[config.mk]
export PLATFORM = sky130hd
export DESIGN_NAME = writeback_unit_flat
export DESIGN_NICKNAME = d
export VERILOG_FILES = /design/src/rtl/writeback_unit_if.sv /design/src/rtl/writeback_unit.sv /design/src/flat_wrapper.sv
export SDC_FILE = /design/constraint.sdc
export NUM_CORES = 1
export LEC_CHECK = 0
export CORE_MARGIN = 5
export CORE_UTILIZATION = 60
export DETAILED_ROUTE_END_ITERATION = 8
export DONT_BUFFER_PORTS = 1
export GPL_TIMING_DRIVEN = 0
export PLACE_DENSITY = 0.84
export SYNTH_ARGS = -nofsm -noshare
export SYNTH_HDL_FRONTEND = slang
export SYNTH_SLANG_ARGS = --single-unit
[constraint.sdc]
create_clock -name clk -period 2.8 [get_ports clk]
set_clock_uncertainty 0.2 [all_clocks]
set_input_delay 0.28 -clock clk [delete_from_list [all_inputs] [get_ports clk]]
set_output_delay 0.28 -clock clk [all_outputs]
set_load 0.03 [all_outputs]
[src/rtl/writeback_unit_if.sv]
// Result handshake between the execute stage (master) and the writeback unit (slave).
// One result plus optional NZCV update is transferred when valid and ready are both high.
interface writeback_unit_if;
    logic        resValidIn;
    logic        resReadyOut;
    logic [31:0] resDataIn;
    logic [3:0]  resAddrIn;
    logic        resWeIn;
    logic [3:0]  flagsIn;
    logic        flagsWeIn;

    modport master (
        output resValidIn, resDataIn, resAddrIn, resWeIn, flagsIn, flagsWeIn,
        input  resReadyOut
    );

    modport slave (
        input  resValidIn, resDataIn, resAddrIn, resWeIn, flagsIn, flagsWeIn,
        output resReadyOut
    );
endinterface

[src/rtl/writeback_unit.sv]
// Writeback unit: queues execute results and commits them to the register bank with a
// toggle strobe (IDLE -> SETUP -> FIRE), updates CPSR flags and redirects on r15 writes.
module writeback_unit #(
    parameter int FIFO_DEPTH = 2
) (
    input  logic               clk,
    input  logic               rst_n,
    writeback_unit_if.slave    res,
    output logic               triggerOutw,
    output logic [31:0]        dataOut,
    output logic [3:0]         addrOut,
    output logic [31:0]        cpsrOut,
    output logic               branchOut,
    output logic [31:0]        pcOut,
    output logic [15:0]        writeCount
);
    localparam int PW = (FIFO_DEPTH > 1) ? $clog2(FIFO_DEPTH) : 1;
    localparam int CW = $clog2(FIFO_DEPTH + 1);

    typedef struct packed {
        logic [31:0] data;
        logic [3:0]  addr;
        logic        we;
        logic [3:0]  flags;
        logic        fwe;
    } entry_t;

    typedef enum logic [1:0] {IDLE, SETUP, FIRE} state_t;

    entry_t          r_mem [FIFO_DEPTH];
    logic [PW-1:0]   r_wptr, r_rptr;
    logic [CW-1:0]   r_count;
    state_t          r_state;
    logic            r_trig, r_branch;
    logic [31:0]     r_data, r_pc;
    logic [3:0]      r_addr, r_flags;
    logic [15:0]     r_wcnt;

    logic   w_ready, w_push, w_pop, w_nempty;
    entry_t w_head, w_in;

    // Ready comes from registered occupancy only, so a full FIFO never accepts on a pop cycle.
    assign w_ready  = (r_count != CW'(FIFO_DEPTH));
    assign w_push   = res.resValidIn & w_ready & (res.resWeIn | res.flagsWeIn);
    assign w_pop    = (r_state == SETUP);
    assign w_nempty = (r_count != '0);
    assign w_head   = r_mem[r_rptr];
    assign w_in     = '{data: res.resDataIn, addr: res.resAddrIn, we: res.resWeIn,
                        flags: res.flagsIn, fwe: res.flagsWeIn};

    assign res.resReadyOut = w_ready;

    always_ff @(posedge clk or negedge rst_n) begin
        if (!rst_n) begin
            for (int i = 0; i < FIFO_DEPTH; i++) r_mem[i] <= '0;
            r_wptr  <= '0;
            r_rptr  <= '0;
            r_count <= '0;
        end else begin
            if (w_push) begin
                r_mem[r_wptr] <= w_in;
                r_wptr <= (r_wptr == PW'(FIFO_DEPTH - 1)) ? '0 : r_wptr + 1'b1;
            end
            if (w_pop)
                r_rptr <= (r_rptr == PW'(FIFO_DEPTH - 1)) ? '0 : r_rptr + 1'b1;
            if (w_push && !w_pop)
                r_count <= r_count + 1'b1;
            else if (!w_push && w_pop)
                r_count <= r_count - 1'b1;
        end
    end

    always_ff @(posedge clk or negedge rst_n) begin
        if (!rst_n) begin
            r_state  <= IDLE;
            r_trig   <= 1'b0;
            r_data   <= '0;
            r_addr   <= '0;
            r_flags  <= '0;
            r_branch <= 1'b0;
            r_pc     <= '0;
            r_wcnt   <= '0;
        end else begin
            r_branch <= 1'b0;
            case (r_state)
                IDLE, FIRE: begin
                    if (w_nempty) begin
                        r_state <= SETUP;
                        // Bus holds through flag-only entries so the bank never sees a spurious value.
                        if (w_head.we) begin
                            r_data <= w_head.data;
                            r_addr <= w_head.addr;
                        end
                    end else begin
                        r_state <= IDLE;
                    end
                end
                SETUP: begin
                    r_state <= FIRE;
                    if (w_head.we) begin
                        r_trig <= ~r_trig;
                        r_wcnt <= r_wcnt + 16'd1;
                        if (w_head.addr == 4'd15) begin
                            r_branch <= 1'b1;
                            r_pc     <= w_head.data;
                        end
                    end
                    if (w_head.fwe)
                        r_flags <= w_head.flags;
                end
                default: r_state <= IDLE;
            endcase
        end
    end

    assign triggerOutw = r_trig;
    assign dataOut     = r_data;
    assign addrOut     = r_addr;
    assign cpsrOut     = {r_flags, 28'd0};
    assign branchOut   = r_branch;
    assign pcOut       = r_pc;
    assign writeCount  = r_wcnt;
endmodule
[src/flat_wrapper.sv]
// flat-port wrapper written by rule: the top's interface ports become plain ports
module writeback_unit_flat 
#(
    parameter int FIFO_DEPTH = 2
)
  (clk, rst_n, triggerOutw, dataOut, addrOut, cpsrOut, branchOut, pcOut, writeCount, res_resValidIn, res_resDataIn, res_resAddrIn, res_resWeIn, res_flagsIn, res_flagsWeIn, res_resReadyOut);
  writeback_unit_if res_i ();
  input  logic clk;
  input  logic rst_n;
  output logic triggerOutw;
  output logic [31:0] dataOut;
  output logic [3:0] addrOut;
  output logic [31:0] cpsrOut;
  output logic branchOut;
  output logic [31:0] pcOut;
  output logic [15:0] writeCount;
  input wire logic [$bits(res_i.resValidIn)-1:0] res_resValidIn;
  input wire logic [$bits(res_i.resDataIn)-1:0] res_resDataIn;
  input wire logic [$bits(res_i.resAddrIn)-1:0] res_resAddrIn;
  input wire logic [$bits(res_i.resWeIn)-1:0] res_resWeIn;
  input wire logic [$bits(res_i.flagsIn)-1:0] res_flagsIn;
  input wire logic [$bits(res_i.flagsWeIn)-1:0] res_flagsWeIn;
  output wire logic [$bits(res_i.resReadyOut)-1:0] res_resReadyOut;
  assign res_i.resValidIn = res_resValidIn;
  assign res_i.resDataIn = res_resDataIn;
  assign res_i.resAddrIn = res_resAddrIn;
  assign res_i.resWeIn = res_resWeIn;
  assign res_i.flagsIn = res_flagsIn;
  assign res_i.flagsWeIn = res_flagsWeIn;
  assign res_resReadyOut = res_i.resReadyOut;
  writeback_unit #(.FIFO_DEPTH(FIFO_DEPTH)) u_core (.clk(clk), .rst_n(rst_n), .res(res_i), .triggerOutw(triggerOutw), .dataOut(dataOut), .addrOut(addrOut), .cpsrOut(cpsrOut), .branchOut(branchOut), .pcOut(pcOut), .writeCount(writeCount));
endmodule
==> results.cfg <==
[critical_path]
path_max_fanout = 10
cp.required_ns = 2.89
crit_chain = buf_4 -> mux2i_4 -> nor3_1 -> buf_2 -> mux2_2
crit_end = u_core.dataOut[1]
cp_num_cells = 5
r2r_end = u_core.dataOut[1]
rrSetupSlack_ns = 0.27
criticalPathCategory = flip-flop to flip-flop
slowest_delay_ns = 0.65
critPathCaptureType = flip-flop
cp_data_arrival_time_ns = 2.63
timing.rr.start = u_core.r_rptr
cp-start-kind = flip-flop
critPathBufInv = 2
crit_slowest_cell = nor3_1
path_delay_family = simple AND/OR/NAND/NOR gates
critPathLaunch = u_core.r_rptr
rr_worst_depth = 5

[clock_tree]
clockBufferDepth = 2
cts_buffers = 17
cts_root_buf = clkbuf_16
cts_tree = done
ctsHoldBuffers = 42
clkLatencyLatePin_ns = 0.41
clk_pin_slew_ns = 0.06
h-tree-depth = 4
numClockSinks = 180

[synth]
synth_top_family_by_area = multiplexers
synth.distinct_cells = 29
syn_avg_cell_area_um2 = 14.93
synth.area.mux_share = 0.2846
synth_seq_area_share = 0.5987
synthAdderAreaFrac = 0.003326
yosysWarningCount = 0
synth_compound_area_frac = 0.009812
synth-seq-cells = 180
synthCells = 504
synth.cell_area_um2 = 7523
synthXorXnorAreaFrac = 0.02445
yosys.area_share.simple = 0.03176

[floorplanning]
placementRows = 41
chipHeight_um = 122.0
initial_core_util = 0.6035
core-area_um2 = 12470
die_w_um = 122.0
dieArea_um2 = 14880
io_pins = 164

[placed_design]
gp_congestion = 0.7611
dp_hpwl_um = 10220
dp_cells = 703
port_buffers = 0

[route]
vias = 4201
vias_per_cell = 5.414
avgRoutedWirePerCell_um = 19.14
route.detailed.drc = 0
dr.pass1.iters = 4
first_iter_violations = 232
drt_wl_total_um = 14850
ant_nets = 0

[sta]
finalHoldViolCount = 180
final.setup.tns_ns = 0
layout_min_cycle_time_ns = 2.532
rsz0062_at_grt = false
max_slew_margin = 0.4518
worst_slew_pin_slew_ns = 0.8160
setup_viol = 0
report.final.slew_viol_count = 0
holdWs_ns = -0.6395
fin_crit_sh = 0.9043
clock.fmax_mhz = 395.0

[grt]
grt-ovfl-total = 0
grt_use_total = 0.2117
first_global_vias = 4631
grt_max_degree = 181
antenna_found_initial = 1
grt_pass1_wl_um = 24290

[outcome]
status = finished, violations left
violations = negative hold slack

[layout]
final_layout_size_suffix_gt1_frac = 0.4222
nNetsFinal = 639
diodes = 0
fill_cells = 855
seq_area_um2 = 4504
area_delta_synth_final_pct = 17.50
multi_input_area_um2 = 2768
fin_cells = 776

[worst_hold_path]
hp-class = primary input to asynchronous set/reset pin

[power]
peakVddDrop_mv = 0.7805
leakage_nw = 4.010
power_mw = 10.88
power_density_nw_per_um2 = 1231

[job]
drv_cap = 0
routing by layer:
| layer | vias up | part of all wire | track usage | routed length, um |
|---|---|---|---|---|
| li1 | 1877 | - | - | - |
| met4 | 2 | 0.015 | 0.07003 | 223 |
| met3 | 20 | 0.076 | 0.07010 | 1129 |
| met2 | 133 | 0.52 | 0.3574 | 7699 |
| met1 | 2169 | 0.39 | 0.2577 | 5780 |
| met5 | - | 0.0012 | 0 | 18 |
per-stage QoR:
| stage | area [um2] | setup WS (ns) | utilization | hold slack, ns |
|---|---|---|---|---|
| after CTS | 8840 | 0.2232 | 0.7091 | -0.6582 |
| after global routing | 8840 | 0.1471 | 0.7091 | -0.6604 |
| after floorplan | 7625 | 0.7480 | - | -0.2156 |
| after global placement | 7840 | 0.2617 | 0.6289 | -0.2121 |
| final | 8840 | 0.2680 | 0.7091 | -0.6395 |
| after detailed placement | 7840 | 0.2299 | 0.6289 | -0.2125 |
cell families (layout without fill, tap and decap cells):
| logic type | Yosys count | count (layout) |
|---|---|---|
| xor gates and xnor gates | 21 | 21 |
| other | 1 | 28 |
| muxes | 190 | 190 |
| and+or+nand+nor | 47 | 47 |
| adders and majority gates | 2 | 2 |
| AOI/OAI and AO/OA | 11 | 11 |
| buffers and inverters | 52 | 125 |
| DFF | 180 | 180 |
where the power goes:
part / switching [mW] / internal [mW]
clock: 0.929 / 1.38
combinational: 1.33 / 1.79
sequential: 1.69 / 3.75
cell type report:
type / instances / share of cell area
sequential: 180 / 0.5096
multi-input combinational: 299 / 0.3131
clock buffer: 23 / 0.05407
timing repair buffer: 42 / 0.04756
buffer: 50 / 0.03907
tap: 172 / 0.02435
clock inverter: 8 / 0.01146
inverter: 2 / 0.0008493
layout by cell type, fill, tap and decap left out:
cell,netlist,routed
nor2_4,1,1
buf_4,33,33
buf_6,3,3
xor2_1,9,9
dfrtp_1,180,180
nand4_1,6,6
mux2_2,179,179
nor2b_1,2,2
clkinv_2,0,2
clkbuf_8,0,3
nand3_1,6,6
nor4_1,3,3
a21oi_1,9,9
a21boi_4,1,1
o211a_1,1,1
nor3_1,3,3
ha_1,2,2
clkbuf_1,4,7
dlygate4sd3_1,0,42
nand2b_1,2,2
buf_1,1,1
mux2_1,2,2
conb_1,1,28
inv_1,2,2
mux2i_4,1,1
buf_2,9,9
clkinv_4,0,1
and3_1,3,3
xnor2_1,12,12
clkinvlp_4,0,3
bufinv_16,0,2
nand2_1,7,7
nor2_1,13,13
nand3b_1,1,1
clkbuf_16,0,17
mux2i_1,8,8
cell usage after synthesis:
library cell  number  share of area
dfrtp_1          180           0.60
mux2_2           179           0.27
buf_4             33          0.033
nor2_1            13         0.0065
xnor2_1           12          0.014
a21oi_1            9         0.0060
buf_2              9         0.0060
xor2_1             9          0.010
mux2i_1            8          0.011
nand2_1            7         0.0035
nand3_1            6         0.0040
nand4_1            6         0.0050
clkbuf_1           4         0.0020
and3_1             3         0.0025
buf_6              3         0.0045
nor3_1             3         0.0020
nor4_1             3         0.0025
ha_1               2         0.0033
inv_1              2         0.0010
mux2_1             2         0.0030
nand2b_1           2         0.0017
nor2b_1            2         0.0017
a21boi_4           1         0.0025
buf_1              1        0.00050
conb_1             1        0.00050
mux2i_4            1         0.0030
nand3b_1           1         0.0010
nor2_4             1         0.0015
o211a_1            1         0.0013
registers in the layout (all words and copies together) (netlist names):
| register | flops |
|---|---|
| u_core.addrOut | 4 |
| u_core.branchOut | 1 |
| u_core.dataOut | 32 |
| u_core.pcOut | 32 |
| u_core.r_count | 2 |
| u_core.r_flags | 4 |
| u_core.r_mem | 84 |
| u_core.r_rptr | 1 |
| u_core.r_state | 2 |
| u_core.r_wptr | 1 |
| u_core.triggerOutw | 1 |
| u_core.writeCount | 16 |
how the worst min path moves through the flow:
stage | start | to | slack [ns] | cells past startpoint
2_1_floorplan | rst_n | u_core.addrOut[0] | -0.22 | 0
3_3_place_gp | rst_n | u_core.branchOut | -0.21 | 0
3_5_place_dp | rst_n | u_core.branchOut | -0.21 | 0
4_1_cts | rst_n | u_core.pcOut[26] | -0.66 | 0
5_1_grt | rst_n | u_core.branchOut | -0.66 | 0
6_report | rst_n | u_core.branchOut | -0.64 | 0
timing repair:
item	in CTS	in global routing
buffers inserted	0	0
setup endpoints to repair	0	0
hold endpoints to repair	264	180
gates resized for setup	0	0
(Power assumes the default switching activity.)
